--- config.mk ---
export PLATFORM = sky130hd
export DESIGN_NAME = pat_data_buffer_flat
export DESIGN_NICKNAME = d
export VERILOG_FILES = /design/src/rtl/pat_data_buffer_if.sv /design/src/rtl/pat_data_buffer.sv /design/src/flat_wrapper.sv
export SDC_FILE = /design/constraint.sdc
export NUM_CORES = 1
export LEC_CHECK = 0
export CAP_MARGIN = 20
export CORE_MARGIN = 4
export CORE_UTILIZATION = 43
export CTS_CLUSTER_DIAMETER = 80
export DETAILED_ROUTE_END_ITERATION = 12
export PLACE_DENSITY = 0.66
export SETUP_SLACK_MARGIN = 0.05
export SLEW_MARGIN = 10
export SYNTH_ARGS = -nofsm -noshare
export SYNTH_HDL_FRONTEND = slang
export SYNTH_SLANG_ARGS = --single-unit
--- constraint.sdc ---
create_clock -name MasterClock -period 2.69 [get_ports MasterClock]
set_input_delay 0.4035 -clock MasterClock [delete_from_list [all_inputs] [get_ports MasterClock]]
set_output_delay 0.4035 -clock MasterClock [all_outputs]
set_load 0.02 [all_outputs]
--- src/rtl/pat_data_buffer_if.sv ---
// Pattern data buffer bus: load strobe, data, mode and step controls
// in; current pattern word, pixel field and FIFO status flags out.
interface pat_data_buffer_if #(
    parameter int DW    = 8,
    parameter int DEPTH = 4,
    parameter int PIXW  = 4
);
    localparam int CW = $clog2(DEPTH + 1);

    logic            LDPATL;
    logic [DW-1:0]   ID;
    logic            MODE;
    logic            PIXSTEP;
    logic            CLROVF;
    logic [DW-1:0]   PATD;
    logic [PIXW-1:0] PIX;
    logic            PVALID;
    logic            FULL;
    logic            EMPTY;
    logic [CW-1:0]   COUNT;
    logic            OVFL;

    modport master (
        output LDPATL, ID, MODE, PIXSTEP, CLROVF,
        input  PATD, PIX, PVALID, FULL, EMPTY, COUNT, OVFL
    );

    modport slave (
        input  LDPATL, ID, MODE, PIXSTEP, CLROVF,
        output PATD, PIX, PVALID, FULL, EMPTY, COUNT, OVFL
    );
endinterface

--- src/rtl/pat_data_buffer.sv ---
// Pattern data buffer: static pattern register or DEPTH-entry prefetch
// FIFO feeding a current-word register that is serialised by PIXSTEP.
// Ports: MasterClock, RESET (sync, active high), bus (slave modport).
module pat_data_buffer #(
    parameter int DW    = 8,
    parameter int DEPTH = 4,
    parameter int PIXW  = 4
) (
    input  logic             MasterClock,
    input  logic             RESET,
    pat_data_buffer_if.slave bus
);
    localparam int NPIX = DW / PIXW;
    localparam int CW   = $clog2(DEPTH + 1);
    localparam int PW   = (DEPTH > 1) ? $clog2(DEPTH) : 1;
    localparam int IW   = (NPIX > 1) ? $clog2(NPIX) : 1;

    logic [DW-1:0] mem [DEPTH];
    logic [DW-1:0] patd, n_patd;
    logic [IW-1:0] idx, n_idx, idx_b;
    logic [PW-1:0] rd_ptr, wr_ptr, n_rd, n_wr, rd_b, wr_b;
    logic [CW-1:0] count, n_cnt, cnt_b;
    logic          pvalid, n_pv;
    logic          ovfl, n_ovfl;
    logic          mode_q;
    logic          flush, load, step, last;
    logic          direct, push, pop;

    function automatic logic [PW-1:0] ptr_inc(input logic [PW-1:0] p);
        return (p == PW'(DEPTH - 1)) ? '0 : p + PW'(1);
    endfunction

    always_comb begin
        // A mode change flushes the FIFO before this cycle's load is seen
        flush  = bus.MODE != mode_q;
        load   = !bus.LDPATL;
        cnt_b  = flush ? '0 : count;
        rd_b   = flush ? '0 : rd_ptr;
        wr_b   = flush ? '0 : wr_ptr;
        idx_b  = flush ? '0 : idx;
        n_patd = patd;
        n_pv   = pvalid;
        n_idx  = idx_b;
        n_cnt  = cnt_b;
        n_rd   = rd_b;
        n_wr   = wr_b;
        n_ovfl = bus.CLROVF ? 1'b0 : ovfl;
        step   = 1'b0;
        last   = 1'b0;
        direct = 1'b0;
        push   = 1'b0;
        pop    = 1'b0;
        if (!bus.MODE) begin
            n_idx = '0;
            n_cnt = '0;
            n_rd  = '0;
            n_wr  = '0;
            if (load) begin
                n_patd = bus.ID;
                n_pv   = 1'b1;
            end
        end else begin
            step   = pvalid && bus.PIXSTEP;
            last   = step && (idx_b == IW'(NPIX - 1));
            direct = load && (cnt_b == '0) && (!pvalid || last);
            pop    = last && (cnt_b != '0);
            // A full FIFO still accepts a load when the same edge pops
            push   = load && !direct &&
                     ((cnt_b != CW'(DEPTH)) || pop);
            if (load && !direct && !push)
                n_ovfl = 1'b1;
            if (last)
                n_idx = '0;
            else if (step)
                n_idx = idx_b + IW'(1);
            if (pop) begin
                n_patd = mem[rd_b];
            end else if (direct) begin
                n_patd = bus.ID;
                n_pv   = 1'b1;
                n_idx  = '0;
            end else if (last) begin
                n_pv = 1'b0;
            end
            if (pop)
                n_rd = ptr_inc(rd_b);
            if (push)
                n_wr = ptr_inc(wr_b);
            n_cnt = cnt_b + CW'(push) - CW'(pop);
        end
    end

    always_ff @(posedge MasterClock) begin
        if (RESET) begin
            patd   <= '0;
            idx    <= '0;
            pvalid <= 1'b0;
            count  <= '0;
            rd_ptr <= '0;
            wr_ptr <= '0;
            ovfl   <= 1'b0;
            mode_q <= 1'b0;
        end else begin
            patd   <= n_patd;
            idx    <= n_idx;
            pvalid <= n_pv;
            count  <= n_cnt;
            rd_ptr <= n_rd;
            wr_ptr <= n_wr;
            ovfl   <= n_ovfl;
            mode_q <= bus.MODE;
        end
    end

    // When full, wr_b equals rd_b: the popped word is read before
    // the pushed word overwrites that slot, which becomes the tail.
    always_ff @(posedge MasterClock) begin
        if (!RESET && push)
            mem[wr_b] <= bus.ID;
    end

    assign bus.PATD   = patd;
    assign bus.PIX    = patd[int'(idx) * PIXW +: PIXW];
    assign bus.PVALID = pvalid;
    assign bus.COUNT  = count;
    assign bus.FULL   = count == CW'(DEPTH);
    assign bus.EMPTY  = count == '0;
    assign bus.OVFL   = ovfl;
endmodule

--- src/flat_wrapper.sv ---
// flat-port wrapper written by rule: the top's interface ports become plain ports
module pat_data_buffer_flat 
#(
    parameter int DW    = 8,
    parameter int DEPTH = 4,
    parameter int PIXW  = 4
)
  (MasterClock, RESET, bus_LDPATL, bus_ID, bus_MODE, bus_PIXSTEP, bus_CLROVF, bus_PATD, bus_PIX, bus_PVALID, bus_FULL, bus_EMPTY, bus_COUNT, bus_OVFL);
  pat_data_buffer_if #(.DW(DW), .DEPTH(DEPTH), .PIXW(PIXW)) bus_i ();
  input  logic MasterClock;
  input  logic RESET;
  input wire logic [$bits(bus_i.LDPATL)-1:0] bus_LDPATL;
  input wire logic [$bits(bus_i.ID)-1:0] bus_ID;
  input wire logic [$bits(bus_i.MODE)-1:0] bus_MODE;
  input wire logic [$bits(bus_i.PIXSTEP)-1:0] bus_PIXSTEP;
  input wire logic [$bits(bus_i.CLROVF)-1:0] bus_CLROVF;
  output wire logic [$bits(bus_i.PATD)-1:0] bus_PATD;
  output wire logic [$bits(bus_i.PIX)-1:0] bus_PIX;
  output wire logic [$bits(bus_i.PVALID)-1:0] bus_PVALID;
  output wire logic [$bits(bus_i.FULL)-1:0] bus_FULL;
  output wire logic [$bits(bus_i.EMPTY)-1:0] bus_EMPTY;
  output wire logic [$bits(bus_i.COUNT)-1:0] bus_COUNT;
  output wire logic [$bits(bus_i.OVFL)-1:0] bus_OVFL;
  assign bus_i.LDPATL = bus_LDPATL;
  assign bus_i.ID = bus_ID;
  assign bus_i.MODE = bus_MODE;
  assign bus_i.PIXSTEP = bus_PIXSTEP;
  assign bus_i.CLROVF = bus_CLROVF;
  assign bus_PATD = bus_i.PATD;
  assign bus_PIX = bus_i.PIX;
  assign bus_PVALID = bus_i.PVALID;
  assign bus_FULL = bus_i.FULL;
  assign bus_EMPTY = bus_i.EMPTY;
  assign bus_COUNT = bus_i.COUNT;
  assign bus_OVFL = bus_i.OVFL;
  pat_data_buffer #(.DW(DW), .DEPTH(DEPTH), .PIXW(PIXW)) u_core (.MasterClock(MasterClock), .RESET(RESET), .bus(bus_i));
endmodule
Word-level counts from Yosys, hierarchy flattened. Memories as Yosys holds them, arrays and structs flattened. Index checks and enable logic that the tools add are counted.

Register bits after elaboration: 19. Memory bits (writable): 32. Input bits: 14. Output and inout port bits: 19. Logic and storage cells: 74. Memories kept: 1.

Memories: u_core.mem (depth 4, width 8, read ports 1, clocked after Yosys merged registers in 0, write ports 1, RTL line pat_data_buffer.sv:18) `logic [DW-1:0] mem [DEPTH];`.

Add/subtract/negate cells: 5. Equal/unequal tests: 9. Shift operators: 1. Mux-type cells: 27. Bitwise operators: 1. Reduce and logical (&&, ||, !) cells: 22.

Operators with widths (number): two-way mux 8 bit (4); two-way mux 1 bit (16); two-way mux 2 bit (6); logical AND 1 bit (9); variable part select 8 x 4 -> 4 bit (1); logical NOT 3 bit (2); != test 3 x 1 -> 1 bit (second input constant) (2); logical NOT 1 bit (5); adder 2 x 1 -> 2 bit (second input constant) (2); equality test 2 bit (second input constant) (2); adder 3 x 1 -> 3 bit (1); equality test 3 bit (second input constant) (1); two-way mux 3 bit (1); != test 3 bit (second input constant) (1); AND reduction 3 bit (1); nonzero test 3 bit (1); subtractor 3 x 1 -> 3 bit (1); logical OR 1 bit (2); != test 2 x 1 -> 1 bit (second input constant) (1); != test 2 bit (second input constant) (1); AND reduction 2 bit (1); OR reduction 2 bit (1); adder 1 bit (second input constant) (1); != test 1 bit (1); inverter 1 bit (1).

Depth between registers and ports, before layout. Gate-level depths: netlist of the first run.

Depth after elaboration: 12. Depth in mapped cells: 13. Depth with buffers taken out: 11.

Worst setup path before layout of the first run. Ideal clock, no wire load.

Path type: input to register. Start point: in bus_MODE. End point: reg u_core.count[2] (netlist: u_core.bus.COUNT[2]). Library setup time: 0.120 ns. Data arrival time: 2.650 ns. Required time: 2.570 ns. Slack: -0.080 ns. Cell stages on the path: 13. Path buffers: 2. Path through: buf_4 > xnor2_2 > buf_2 > and2_1 > ha_1 > inv_1 > nor3_1 > ha_1 > a21oi_1 > inv_1 > fa_1 > xnor2_1 > nor2_1.

Longest elaborated chain between the ends: 10. Elaborated cells on any way between the ends: 19. Those cells by class: add/sub: 2; eq/ne: 2; mux: 2; bitwise: 1; reduce/logical: 12.

RTL lines: start, declared (RTL line flat_wrapper.sv:14) `input wire logic [$bits(bus_i.MODE)-1:0] bus_MODE;`; != test 1 bit (RTL line pat_data_buffer.sv:35) `flush = bus.MODE != mode_q;`; two-way mux 3 bit / two-way mux 1 bit (equally long branches) (RTL line pat_data_buffer.sv:37, pat_data_buffer.sv:40); logical NOT 3 bit / logical AND 1 bit (equally long branches) (RTL line pat_data_buffer.sv:65, pat_data_buffer.sv:64); logical AND 1 bit / logical OR 1 bit (equally long branches) (RTL line pat_data_buffer.sv:65) `direct = load && (cnt_b == '0) && (!pvalid || last);`; logical AND 1 bit (RTL line pat_data_buffer.sv:65); logical NOT 1 bit (RTL line pat_data_buffer.sv:68) `push = load && !direct &&`; logical AND 1 bit (2 in a row) (RTL line pat_data_buffer.sv:68); adder 3 x 1 -> 3 bit (RTL line pat_data_buffer.sv:89) `n_cnt = cnt_b + CW'(push) - CW'(pop);`; subtractor 3 x 1 -> 3 bit (RTL line pat_data_buffer.sv:89); end signal, assigned (RTL line pat_data_buffer.sv:107) `count <= n_cnt;`; end, declared (RTL line pat_data_buffer.sv:22) `logic [CW-1:0] count, n_cnt, cnt_b;`.

Several ways; a longest one is shown, not always the timed one. A chain may end at the register's enable or synchronous reset.

Worst setup path in the final report of the first run. Same ends and word-level chain as after synthesis.

==> results of run 1 <==
[power by group through the flow]
stage	Combinational [mW]	Clock [mW]	Sequential (mW)
finish	0.155	0.473	0.853
floorplan	0.0682	0	0.880
global placement	0.151	0	0.870
global route	0.166	0.527	0.855
detailed placement	0.156	0	0.871
CTS	0.156	0.491	0.853
[cell usage after synthesis (2+ instances only)]
library cell / instances
nand3_1: 11
buf_2: 4
nor2_1: 7
clkbuf_1: 3
ha_1: 6
a31oi_1: 3
a211oi_1: 2
inv_1: 8
nand2b_1: 2
a221o_1: 8
edfxtp_1: 32
nand2_1: 10
buf_4: 2
mux2_2: 12
dfxtp_1: 19
a21oi_1: 11
xnor2_1: 3
o21ai_0: 2
and3_1: 4
a32oi_1: 8
and2_1: 3
xor2_1: 2
[cell usage in the layout (no fill, tap or decap), drive strengths merged, types with 2 or more instances in the layout]
cell           instances
a211o                  2
a211oi                 2
a21oi                 11
a221o                  8
a31oi                  3
a32oi                  8
and2                   3
and3                   5
buf                   13
clkbuf                 7
clkdlybuf4s50         31
dfxtp                 19
edfxtp                32
ha                     6
inv                    8
mux2                  12
nand2                 10
nand2b                 2
nand3                 11
nor2                   7
o21ai                  2
xnor2                  4
xor2                   2
[metrics by stage]
| stage | util (%) | worst slack (ns) |
|---|---|---|
| finish | 56.55 | 0.2609 |
| global route | 56.55 | 0.05903 |
| CTS | 56.55 | 0.2706 |
| detailed placement | 54.55 | -0.2971 |
| global placement | 54.55 | -0.1822 |
| floorplan | - | 0.05448 |
[worst min path at each step]
stage | slack, ns | depth (start not counted) | startpoint | to
after CTS | 0.53 | 1 | u_core.bus.PATD[4] | u_core.bus.PATD[4]
after global routing | 0.57 | 1 | u_core.bus.PATD[2] | u_core.bus.PATD[2]
after detailed placement | 0.51 | 1 | u_core.bus.PATD[1] | u_core.bus.PATD[1]
final | 0.52 | 1 | u_core.bus.PATD[4] | u_core.bus.PATD[4]
after floorplan | 0.50 | 0 | bus_ID[0] | u_core.mem[0][0]
after global placement | 0.50 | 1 | u_core.bus.PATD[3] | u_core.bus.PATD[3]
[routing by layer]
metal | up-vias | track usage (%) | wire length, µm
met2 | 66 | 27.67 | 2552
met4 | 0 | 6.081 | 60
met3 | 6 | 5.654 | 342
met5 | - | 0 | 0
met1 | 803 | 20.78 | 2126
li1 | 775 | - | -
[worst reg2reg max path: stages (launching register included)]
cell     delay [ns]
dfxtp_1        0.43
xnor2_4        0.14
and2_1         0.15
ha_2           0.22
inv_1          0.06
nor3_1         0.22
ha_1           0.30
a21oi_2        0.14
inv_1          0.07
fa_1           0.37
xnor2_1        0.16
nor2_1         0.05
[logic make-up (layout without fill, tap and decap cells)]
logic type	after synthesis	after routing	synth area share, %
XOR/XNOR	6	6	2.625
buffers and inverters	18	61	3.827
AND/OR/NAND/NOR	45	45	10.33
adder cells (fa/ha/maj)	7	7	4.155
AO/OA/AOI/OAI	42	42	14.54
flip-flops	51	51	58.61
multiplexers	12	12	5.905
[what timing repair did]
item | 4_1_cts | 5_1_grt
setup endpoints to repair | 1 | 0
gates resized for setup | 1 | 0
setup buffers | 0 | 0
[cell type report]
type	count	share of cell area (%)
flip-flops and latches	51	46.15
clock inverters	1	0.2583
multi-input cells	112	30.18
clock buffers	7	3.315
well taps	70	3.013
inverters	8	1.033
repair buffers	45	16.06
[state kept, by name, summed over array words and instances (netlist names)]
name               cells
u_core.mode_q          1
u_core.idx             1
u_core.bus.PVALID      1
u_core.bus.OVFL        1
u_core.mem            32
u_core.bus.COUNT       3
u_core.rd_ptr          2
u_core.wr_ptr          2
u_core.bus.PATD        8
==> metrics.txt, run 1 <==
# TYPE chip_impl_metric gauge
chip_impl_metric{name="ir_worst_vdd",unit="mV"} 0.2680
chip_impl_info{name="endpoint",value="u_core.bus.COUNT[2]"} 1
chip_impl_metric{name="detailedRoute.firstIterationViolations",unit=""} 152
chip_impl_metric{name="fin_hold_ws",unit="ns"} 0.5225
chip_impl_metric{name="post-dp-hpwl",unit="mm"} 3.547
chip_impl_metric{name="finish.instance_area",unit="mm²"} 0.002907
chip_impl_info{name="cts_tree",value="yes"} 1
chip_impl_info{name="rsz0062_at_grt",value="no"} 1
chip_impl_metric{name="detail_route.wl_per_cell",unit="µm"} 17.28
chip_impl_metric{name="slew_headroom",unit="%"} 59.50
chip_impl_info{name="start_kind",value="primary input"} 1
chip_impl_metric{name="floorplan.die_area",unit="mm²"} 0.006553
chip_impl_metric{name="combinationalPowerShare",unit="%"} 10.5
chip_impl_metric{name="timing.fmax",unit="MHz"} 411.7
chip_impl_metric{name="synthDominantCellAreaShare",unit="%"} 41.99
chip_impl_metric{name="placementRows",unit=""} 26
chip_impl_metric{name="internal_power",unit="mW"} 1.151
chip_impl_metric{name="detail_route.drc_violations",unit=""} 0
chip_impl_metric{name="cts_inserted_buffers",unit=""} 5
chip_impl_metric{name="drt_first_pass_iters",unit=""} 4
chip_impl_metric{name="worst_pin_slew",unit="ns"} 0.6053
chip_impl_metric{name="buffer_and_inverter_count_on_the_worst_path",unit=""} 3
chip_impl_metric{name="post-route-min-period",unit="ns"} 2.429
chip_impl_metric{name="route.vias.total",unit=""} 1650
chip_impl_info{name="synthFlopType",value="edfxtp_1"} 1
chip_impl_metric{name="power.share.clock",unit="%"} 31.9
chip_impl_metric{name="finish.net_count",unit=""} 244
chip_impl_info{name="crit_type",value="in -> reg"} 1
chip_impl_metric{name="grt_pass1_vias",unit=""} 1715
chip_impl_metric{name="synth.cell_area",unit="mm²"} 0.002288
chip_impl_metric{name="power.sequential.fraction",unit="%"} 57.6
chip_impl_metric{name="chipWidth",unit="µm"} 80.95
chip_impl_metric{name="clk_path_buf_depth",unit=""} 2
chip_impl_metric{name="cp.arrival",unit="ns"} 2.62
chip_impl_metric{name="clk_transition_reported_paths",unit="ns"} 0.09
chip_impl_metric{name="power.total",unit="mW"} 1.482
chip_impl_metric{name="slew_viol_final",unit=""} 0
chip_impl_metric{name="synth_cell_types",unit=""} 41
chip_impl_metric{name="worstSkewPairLatency",unit="ns"} 0.30
chip_impl_metric{name="report.final.setup_viol",unit=""} 0
chip_impl_info{name="timing.critical_path.cells",value="dlygate4sd2_1 -> xnor2_4 -> and2_1 -> ha_2 -> inv_1 -> nor3_1 -> ha_1 -> a21oi_2 -> inv_1 -> fa_1 -> xnor2_1 -> nor2_1"} 1
chip_impl_metric{name="setup-tns-final",unit="ns"} 0
chip_impl_metric{name="placement.io_buffers",unit=""} 32
chip_impl_metric{name="synth_area_per_cell",unit="µm²"} 12.64
chip_impl_metric{name="drt_wl_total",unit="mm"} 5.081
chip_impl_metric{name="drive_above_1_share",unit="%"} 19.64
chip_impl_metric{name="multi_input_comb_area",unit="µm²"} 877.1
chip_impl_metric{name="aggregate_global_route_resource_usage",unit="%"} 16.90
chip_impl_metric{name="power_density",unit="mW/mm²"} 509.8
chip_impl_metric{name="antenna_left",unit=""} 0
chip_impl_info{name="status",value="finished, final reports clean"} 1
chip_impl_metric{name="number_of_cells_after_detailed_placement",unit=""} 286
chip_impl_metric{name="yosysWarnings",unit=""} 0
chip_impl_info{name="crit_top_cell",value="inv_1"} 1
chip_impl_metric{name="max_cap_viol_count",unit=""} 0
chip_impl_info{name="startpoint_of_the_most_critical_register_to_register_path",value="u_core.mode_q"} 1
chip_impl_metric{name="synth_seq_area_share",unit="%"} 58.61
chip_impl_metric{name="clock_sinks",unit=""} 51
chip_impl_metric{name="synth.ff_latch_count",unit=""} 51
chip_impl_metric{name="final-instance-count-excl-fill",unit=""} 294
chip_impl_metric{name="area_growth",unit="%"} 27.01
chip_impl_metric{name="grt_antenna_before_repair",unit=""} 0
chip_impl_metric{name="initial_core_util",unit="%"} 44.52
chip_impl_info{name="worstHoldPathType",value="reg -> reg"} 1
chip_impl_metric{name="grt_pass1_wl",unit="mm"} 8.369
chip_impl_metric{name="swShare",unit="%"} 22.33
chip_impl_metric{name="switching_power",unit="µW"} 330.9
chip_impl_metric{name="worst_path_largest_cell_delay",unit="ns"} 0.37
chip_impl_metric{name="worst-path-stages",unit=""} 12
chip_impl_metric{name="worst_clock_skew",unit="ns"} 0.005316
chip_impl_metric{name="timing.reg2reg.setup_slack",unit="ns"} 0.28
chip_impl_metric{name="cts-hold-fix-buffers",unit=""} 0
chip_impl_metric{name="synth-async-reset-ratio",unit="%"} 0
chip_impl_info{name="worstReg2RegEnd",value="u_core.bus.COUNT[2]"} 1
chip_impl_metric{name="design.core.area",unit="mm²"} 0.005140
chip_impl_metric{name="final-hold-violation-count",unit=""} 0
chip_impl_metric{name="antenna_cells_inserted",unit=""} 0
chip_impl_info{name="yosys.area.top_type",value="edfxtp_1"} 1
chip_impl_metric{name="r2r_cells",unit=""} 11
chip_impl_metric{name="htree_num_levels",unit=""} 2
chip_impl_info{name="critical_path.endpoint_type",value="flop"} 1
chip_impl_metric{name="net_count_synth",unit=""} 202
chip_impl_metric{name="gr-total-overflow",unit=""} 0
chip_impl_info{name="timing.critical_path.slowest_stage_cell",value="fa_1"} 1
chip_impl_info{name="critPathLaunch",value="bus_MODE"} 1
chip_impl_metric{name="synth-edff-count",unit=""} 32
chip_impl_metric{name="placedInstanceArea",unit="mm²"} 0.002804
chip_impl_metric{name="boundaryPins",unit=""} 33
chip_impl_info{name="clock_tree.root_cell",value="clkbuf_8"} 1
chip_impl_metric{name="period_share",unit="%"} 90.30
chip_impl_metric{name="regArea",unit="mm²"} 0.001341
chip_impl_info{name="yosys-top-cells-area",value="edfxtp_1 42%, dfxtp_1 17%, mux2_2 5.9%, a221o_1 3.5%, ha_1 3.3%"} 1
chip_impl_info{name="critical_path.top_delay_family",value="adder cells"} 1
chip_impl_metric{name="die_height",unit="µm"} 80.95
chip_impl_metric{name="vias_per_cell",unit=""} 5.612
chip_impl_metric{name="filler_cell_count",unit=""} 463
chip_impl_metric{name="critPathRequiredTime",unit="ns"} 2.88
chip_impl_metric{name="critPathMaxFanout",unit=""} 6
chip_impl_metric{name="gp_routability_congestion",unit=""} 0.8688
chip_impl_metric{name="postSynthCellCount",unit=""} 181
chip_impl_metric{name="power.static_leakage",unit="nW"} 1.016
chip_impl_metric{name="grt_max_degree",unit=""} 25
Power figures use the tool's default switching activity.
==> run 2, diff against run 1 <==
CAP_MARGIN = unset   (was 20)
==> results of run 2 <==
Final layout, timing and power as in run 1 (identical DEF).
